[config.mk]
export PLATFORM = sky130hd
export DESIGN_NAME = elevador_ctrl_3p
export DESIGN_NICKNAME = d
export VERILOG_FILES = /design/src/rtl/elevador_pkg.sv /design/src/rtl/elevador_ctrl_3p_blink_gen.sv /design/src/rtl/elevador_ctrl_3p.sv
export SDC_FILE = /design/constraint.sdc
export NUM_CORES = 1
export LEC_CHECK = 0
export CELL_PAD_IN_SITES_DETAIL_PLACEMENT = 1
export CELL_PAD_IN_SITES_GLOBAL_PLACEMENT = 1
export CORE_UTILIZATION = 38
export DETAILED_ROUTE_END_ITERATION = 12
export GPL_TIMING_DRIVEN = 0
export PLACE_DENSITY_LB_ADDON = 0.15
export SLEW_MARGIN = 20
export SYNTH_ARGS = -nofsm -noshare
export SYNTH_HDL_FRONTEND = slang
export SYNTH_SLANG_ARGS = --single-unit
[constraint.sdc]
create_clock -name clock -period 2.09 [get_ports clock]
set_input_delay 0.418 -clock clock [delete_from_list [all_inputs] [get_ports clock]]
set_output_delay 0.418 -clock clock [all_outputs]
set_load 0.05 [all_outputs]
[src/rtl/elevador_pkg.sv]
// ---------------------------------------------------------------------------
// elevador_pkg
// Shared types and constants for the 3-floor elevator controller.
//   state_t      : controller states (IDLE, MOVE_UP, MOVE_DOWN, DOOR)
//   FLOOR0..2    : floor codes as driven on floor_code
//   DIR_UP/DOWN  : encoding of the retained travel direction
//   floorMask    : one-hot request mask for a floor code
//   reqAbove     : any request strictly above a floor
//   reqBelow     : any request strictly below a floor
// ---------------------------------------------------------------------------
package elevador_pkg;

  typedef enum logic [1:0] {
    IDLE      = 2'd0,
    MOVE_UP   = 2'd1,
    MOVE_DOWN = 2'd2,
    DOOR      = 2'd3
  } state_t;

  localparam logic [1:0] FLOOR0 = 2'b00;
  localparam logic [1:0] FLOOR1 = 2'b01;
  localparam logic [1:0] FLOOR2 = 2'b10;

  localparam logic DIR_UP   = 1'b1;
  localparam logic DIR_DOWN = 1'b0;

  // Floor code 11 is never a legal floor, so it maps to an empty mask.
  function automatic logic [2:0] floorMask(input logic [1:0] f);
    logic [2:0] m;
    m = 3'b000;
    case (f)
      FLOOR0:  m = 3'b001;
      FLOOR1:  m = 3'b010;
      FLOOR2:  m = 3'b100;
      default: m = 3'b000;
    endcase
    return m;
  endfunction

  function automatic logic reqAbove(input logic [2:0] p, input logic [1:0] f);
    logic r;
    r = 1'b0;
    case (f)
      FLOOR0:  r = p[1] | p[2];
      FLOOR1:  r = p[2];
      default: r = 1'b0;
    endcase
    return r;
  endfunction

  function automatic logic reqBelow(input logic [2:0] p, input logic [1:0] f);
    logic r;
    r = 1'b0;
    case (f)
      FLOOR2:  r = p[1] | p[0];
      FLOOR1:  r = p[0];
      default: r = 1'b0;
    endcase
    return r;
  endfunction

endpackage

[src/rtl/elevador_ctrl_3p_blink_gen.sv]
// ---------------------------------------------------------------------------
// blink_gen
// Divider that produces the flashing display-enable phase while the car
// moves. The phase toggles every BLINK_DIV cycles and restarts at 1 after
// a clear, so the first BLINK_DIV cycles of a trip show the display lit.
//   clock    : system clock
//   reset    : synchronous active-high reset
//   i_clear  : hold the divider in its start condition (car not moving)
//   o_phase  : current flash phase
// ---------------------------------------------------------------------------
module blink_gen #(
  parameter int BLINK_DIV = 2
) (
  input  logic clock,
  input  logic reset,
  input  logic i_clear,
  output logic o_phase
);

  localparam int CW = $clog2(BLINK_DIV) + 1;
  localparam logic [CW-1:0] LAST = CW'(BLINK_DIV - 1);

  logic [CW-1:0] r_cnt;
  logic          r_phase;

  // Clearing whenever the car is stopped makes every trip from IDLE start
  // with the same phase; staying un-cleared across floors keeps the flash
  // continuous through a multi-floor run.
  always_ff @(posedge clock) begin
    if (reset || i_clear) begin
      r_cnt   <= '0;
      r_phase <= 1'b1;
    end else if (r_cnt == LAST) begin
      r_cnt   <= '0;
      r_phase <= ~r_phase;
    end else begin
      r_cnt   <= r_cnt + CW'(1);
    end
  end

  assign o_phase = r_phase;

endmodule

[src/rtl/elevador_ctrl_3p.sv]
// ---------------------------------------------------------------------------
// elevador_ctrl_3p
// Floor-sequencing controller for a 3-floor elevator. Latches floor calls,
// runs the motor and door, tracks the current floor, and feeds the floor
// code and blink enable to the downstream 7-segment display controller.
//   clock       : system clock, rising edge
//   reset       : synchronous active-high reset (car returns to floor 0)
//   call[2:0]   : floor call buttons, bit i = floor i
//   floor_code  : current floor 00/01/10
//   disp_en     : 1 when stopped, flashing while moving
//   motor_up    : car moving up
//   motor_down  : car moving down
//   door_open   : door open
//   pending     : latched outstanding calls
// ---------------------------------------------------------------------------
module elevador_ctrl_3p
  import elevador_pkg::*;
#(
  parameter int TRAVEL_CYC = 8,
  parameter int DOOR_CYC   = 6,
  parameter int BLINK_DIV  = 2
) (
  input  logic       clock,
  input  logic       reset,
  input  logic [2:0] call,
  output logic [1:0] floor_code,
  output logic       disp_en,
  output logic       motor_up,
  output logic       motor_down,
  output logic       door_open,
  output logic [2:0] pending
);

  localparam int MAX_TD = (TRAVEL_CYC > DOOR_CYC) ? TRAVEL_CYC : DOOR_CYC;
  localparam int MAX_P  = (MAX_TD > BLINK_DIV) ? MAX_TD : BLINK_DIV;
  localparam int CW     = $clog2(MAX_P) + 1;

  // Timers count down to zero, so loading N-1 holds a state for N cycles.
  localparam logic [CW-1:0] TRAVEL_LOAD = CW'(TRAVEL_CYC - 1);
  localparam logic [CW-1:0] DOOR_LOAD   = CW'(DOOR_CYC - 1);

  state_t        r_state;
  logic [1:0]    r_floor;
  logic [2:0]    r_pending;
  logic          r_dir;
  logic [CW-1:0] r_travelCnt;
  logic [CW-1:0] r_doorCnt;

  logic [2:0]    w_pendSet;
  logic [1:0]    w_floorUp;
  logic [1:0]    w_floorDown;
  logic [2:0]    w_curMask;
  logic          w_moving;
  logic          w_blinkPhase;

  // Arrival decisions must see a call landing on the same edge, so the
  // moving states work from the pending set merged with the live buttons.
  assign w_pendSet   = r_pending | call;
  assign w_floorUp   = r_floor + 2'd1;
  assign w_floorDown = r_floor - 2'd1;
  assign w_curMask   = floorMask(r_floor);
  assign w_moving    = (r_state == MOVE_UP) || (r_state == MOVE_DOWN);

  // Main controller. IDLE decides on the registered pending set only,
  // giving one cycle of call-to-motion latency. Clearing the served floor
  // is applied after merging new calls so a simultaneous call loses.
  always_ff @(posedge clock) begin
    if (reset) begin
      r_state     <= IDLE;
      r_floor     <= FLOOR0;
      r_pending   <= 3'b000;
      r_dir       <= DIR_UP;
      r_travelCnt <= '0;
      r_doorCnt   <= '0;
    end else begin
      case (r_state)
        IDLE: begin
          r_pending <= w_pendSet;
          if ((r_pending & w_curMask) != 3'b000) begin
            r_state   <= DOOR;
            r_doorCnt <= DOOR_LOAD;
            r_pending <= w_pendSet & ~w_curMask;
          end else if ((r_dir == DIR_UP) && reqAbove(r_pending, r_floor)) begin
            r_state     <= MOVE_UP;
            r_travelCnt <= TRAVEL_LOAD;
          end else if ((r_dir == DIR_DOWN) && reqBelow(r_pending, r_floor)) begin
            r_state     <= MOVE_DOWN;
            r_travelCnt <= TRAVEL_LOAD;
          end else if (reqAbove(r_pending, r_floor)) begin
            r_state     <= MOVE_UP;
            r_dir       <= DIR_UP;
            r_travelCnt <= TRAVEL_LOAD;
          end else if (reqBelow(r_pending, r_floor)) begin
            r_state     <= MOVE_DOWN;
            r_dir       <= DIR_DOWN;
            r_travelCnt <= TRAVEL_LOAD;
          end
        end

        MOVE_UP: begin
          r_pending <= w_pendSet;
          if (r_travelCnt == '0) begin
            r_floor <= w_floorUp;
            if ((w_pendSet & floorMask(w_floorUp)) != 3'b000) begin
              r_state   <= DOOR;
              r_doorCnt <= DOOR_LOAD;
              r_pending <= w_pendSet & ~floorMask(w_floorUp);
            end else if (reqAbove(w_pendSet, w_floorUp)) begin
              r_travelCnt <= TRAVEL_LOAD;
            end else begin
              r_state <= IDLE;
            end
          end else begin
            r_travelCnt <= r_travelCnt - CW'(1);
          end
        end

        MOVE_DOWN: begin
          r_pending <= w_pendSet;
          if (r_travelCnt == '0) begin
            r_floor <= w_floorDown;
            if ((w_pendSet & floorMask(w_floorDown)) != 3'b000) begin
              r_state   <= DOOR;
              r_doorCnt <= DOOR_LOAD;
              r_pending <= w_pendSet & ~floorMask(w_floorDown);
            end else if (reqBelow(w_pendSet, w_floorDown)) begin
              r_travelCnt <= TRAVEL_LOAD;
            end else begin
              r_state <= IDLE;
            end
          end else begin
            r_travelCnt <= r_travelCnt - CW'(1);
          end
        end

        DOOR: begin
          // A call for the open floor only keeps the door open longer.
          r_pending <= r_pending | (call & ~w_curMask);
          if ((call & w_curMask) != 3'b000) begin
            r_doorCnt <= DOOR_LOAD;
          end else if (r_doorCnt == '0) begin
            r_state <= IDLE;
          end else begin
            r_doorCnt <= r_doorCnt - CW'(1);
          end
        end

        default: r_state <= IDLE;
      endcase
    end
  end

  blink_gen #(
    .BLINK_DIV (BLINK_DIV)
  ) u_blink (
    .clock   (clock),
    .reset   (reset),
    .i_clear (~w_moving),
    .o_phase (w_blinkPhase)
  );

  assign floor_code = r_floor;
  assign pending    = r_pending;
  assign motor_up   = (r_state == MOVE_UP);
  assign motor_down = (r_state == MOVE_DOWN);
  assign door_open  = (r_state == DOOR);
  assign disp_en    = w_moving ? w_blinkPhase : 1'b1;

endmodule

==> results.toml <==
[power]
seq_power_share = 0.200
p_sw_frac = 0.485
clockPowerShare = 0.088
power.internal_w = 0.00158
largest_voltage_drop_on_the_vdd_net_mv = 0.571
net_load_switching_power_w = 0.00148
cellLeakagePower_nw = 0.793
power_per_cell_area_nw_per_um2 = 1560
total_power_w = 0.00306
power.share.combinational = 0.712

[route]
post_drt_wl_per_cell_um = 17.8
detail_route.vias_per_cell = 5.94
vias = 1526
dr.pass1.iters = 4
detail-route-antenna-nets = 0
detail_route.iter0.violations = 111
drc_errors = 0
routed_wirelength_um = 4580

[cells_and_area]
final_cell_mix = "sky130_fd_sc_hd__nor2_1, sky130_fd_sc_hd__dfxtp_1, sky130_fd_sc_hd__nand2_1"
layout.nets = 232
insertedDiodeCount = 0
final_util = 0.532
layout-drive-gt1-share = 0.297
area_delta_synth_final_pct = 33.7
final-instance-count-excl-fill = 257

[placement]
placed_cells_incl_taps = 241
dpl.hpwl_um = 3150
gpl.final_weighted_congestion = 0.823
numPortBuffers = 13

[logic_synthesis]
synth_async_sr_flop_share = 0
synth_area_per_cell_um2 = 8.15
synth_seq_area_share = 0.259
ys_seq_elements = 19
synth_edf_count = 0
yosys.cell_types.count = 51
synth-main-ff-cell = "sky130_fd_sc_hd__dfxtp_1"
yosys_warnings = 0
synthesized_netlist_net_count = 202
synthCells = 180
synthesis.area_um2 = 1470

[sta]
fin_crit_ps = 2080
rsz_0062_raised_after_global_routing = "yes"
maxSlewViolCount = 0
max_slew_margin = 0.652
fmax_ghz = 0.480
post-route-period-util = 0.996
setup_viol = 0
hold_viol_final = 0
finalClockSkew_ps = 2.43
worstMarginPinSlew_ps = 509

[floorplan]
die_x_um = 64.1
rows = 22
ioPinCount = 14
start_util = 0.398
die_h_um = 64.1
core_area_um2 = 3690
die_area_um2 = 4110

[grt]
number_of_global_route_vias_before_repair = 1568
antenna_found_initial = 0
grt_remaining_overflow = 0
gr-usage-all-layers = 0.221
pin_count_of_the_biggest_net_entering_global_routing = 11
first_pass_grt_wire_length_um = 7110

[setup_path]
criticalPathCategory = "input pin to flop"
worstPathArrival_ps = 2240
cp.required_ps = 2250
crit_path_max_fanout = 6
worst_r2r_startpoint = "pending[0]"
reg2reg_setup_slack_ps = 30
timing.critical_path.buf_inv = 2
cp_cell_sequence = "dlygate4sd2_1 -> or4_1 -> and3_4 -> o21ai_4 -> buf_6 -> a2bb2oi_2 -> o21ai_2 -> mux2_4"
cpLargestDelayFamily = "simple AND/OR/NAND/NOR gates"
worst_path_largest_cell_delay_ps = 430
critical-path-slowest-cell = "sky130_fd_sc_hd__or4_1"
startpoint = "call[1]"
crit_path_end_kind = "flop"
critPathLaunchType = "input pin"

[run_status]
status = "completed"

[cts]
clock_path_buffers = 2
clk_pin_slew_ps = 80
insertion_delay_ps = 260
tritoncts_num_sinks = 19
cts_root_buffer = "sky130_fd_sc_hd__clkbuf_8"
tritoncts = "yes"
tritoncts.num_buffers = 3
h-tree-depth = 1

[job]
maxCapViolCount = 0

[hold_path]
holdCritStartpoint = "u_blink.r_cnt[0]"
hold_path_class = "flop to flop"
-- cell usage after synthesis, types with 3 or more instances --
cell / instances / share of area
sky130_fd_sc_hd__a2111oi_0: 4 / 0.024
sky130_fd_sc_hd__a21oi_1: 13 / 0.044
sky130_fd_sc_hd__clkbuf_1: 4 / 0.010
sky130_fd_sc_hd__dfxtp_1: 19 / 0.26
sky130_fd_sc_hd__ha_1: 17 / 0.14
sky130_fd_sc_hd__inv_1: 14 / 0.036
sky130_fd_sc_hd__nand2_1: 15 / 0.038
sky130_fd_sc_hd__nand2b_1: 4 / 0.017
sky130_fd_sc_hd__nand3_1: 3 / 0.010
sky130_fd_sc_hd__nor2_1: 16 / 0.041
sky130_fd_sc_hd__nor3_1: 4 / 0.014
sky130_fd_sc_hd__o21ai_0: 13 / 0.044
sky130_fd_sc_hd__o31ai_1: 3 / 0.015
-- cells by family after synthesis --
logic type	after synthesis	synth area share
buf+inv	22	0.0639
flops	19	0.259
simple gates	58	0.199
fa+ha+maj	17	0.145
compound gates	59	0.296
mux	3	0.0247
xor+xnor	2	0.0119
-- registers in the layout (all words and copies together) (netlist names) --
signal	flops
floor_code	2
pending	3
r_dir	1
r_doorCnt	4
r_state	2
r_travelCnt	4
u_blink.o_phase	1
u_blink.r_cnt	2
-- path summary, 6_finish.rpt --
check,to,cells past startpoint
worst max-delay path,r_travelCnt[1],8
worst min-delay path,u_blink.r_cnt[0],1
worst max register to register,r_travelCnt[1],7
worst min register to register,u_blink.r_cnt[0],1
-- metrics by stage --
step                setup WS (ps)  hold WS [ps]  cell area (um^2)  TNS (ps)
floorplan                    -116           396              1510      -261
global placement             -535           406              1700     -3950
detailed placement           -547           425              1700     -4580
CTS                         -48.9           436              1830     -48.9
global route                -87.7           456              1960      -230
finish                       8.25           425              1960         0
-- layer usage --
layer  GRT usage  vias up  share of wire
li1            -      709              -
met1       0.261      754           0.40
met2       0.391       53           0.53
met3      0.0304       10          0.048
met4       0.103        0          0.016
met5           0        -              0
-- power by group through the flow --
| stage | Sequential [W] | Combinational [W] | Clock, W |
|---|---|---|---|
| after floorplan | 0.000692 | 0.00117 | 0 |
| after global placement | 0.000604 | 0.00163 | 0 |
| after detailed placement | 0.000615 | 0.00167 | 0 |
| after CTS | 0.000615 | 0.00186 | 0.000272 |
| after global routing | 0.000624 | 0.00236 | 0.000284 |
| final | 0.000612 | 0.00218 | 0.000271 |
-- area by class of cell --
cell class,instances,area (um^2)
plain buffers,6,27.5
flip-flops and latches,19,395
inverters,14,57.6
well taps,48,60.1
clock buffers,4,45.0
fillers,443,1730
multi-input cells,139,1150
repair buffers,27,228
-- timing repair --
action | CTS | global route
endpoints found under the setup margin | 17 | 13
resized for setup | 20 | 27
pin swaps | 8 | 14
setup buffers | 6 | 8
hold buffers | 0 | 0
(Power assumes the default switching activity.)
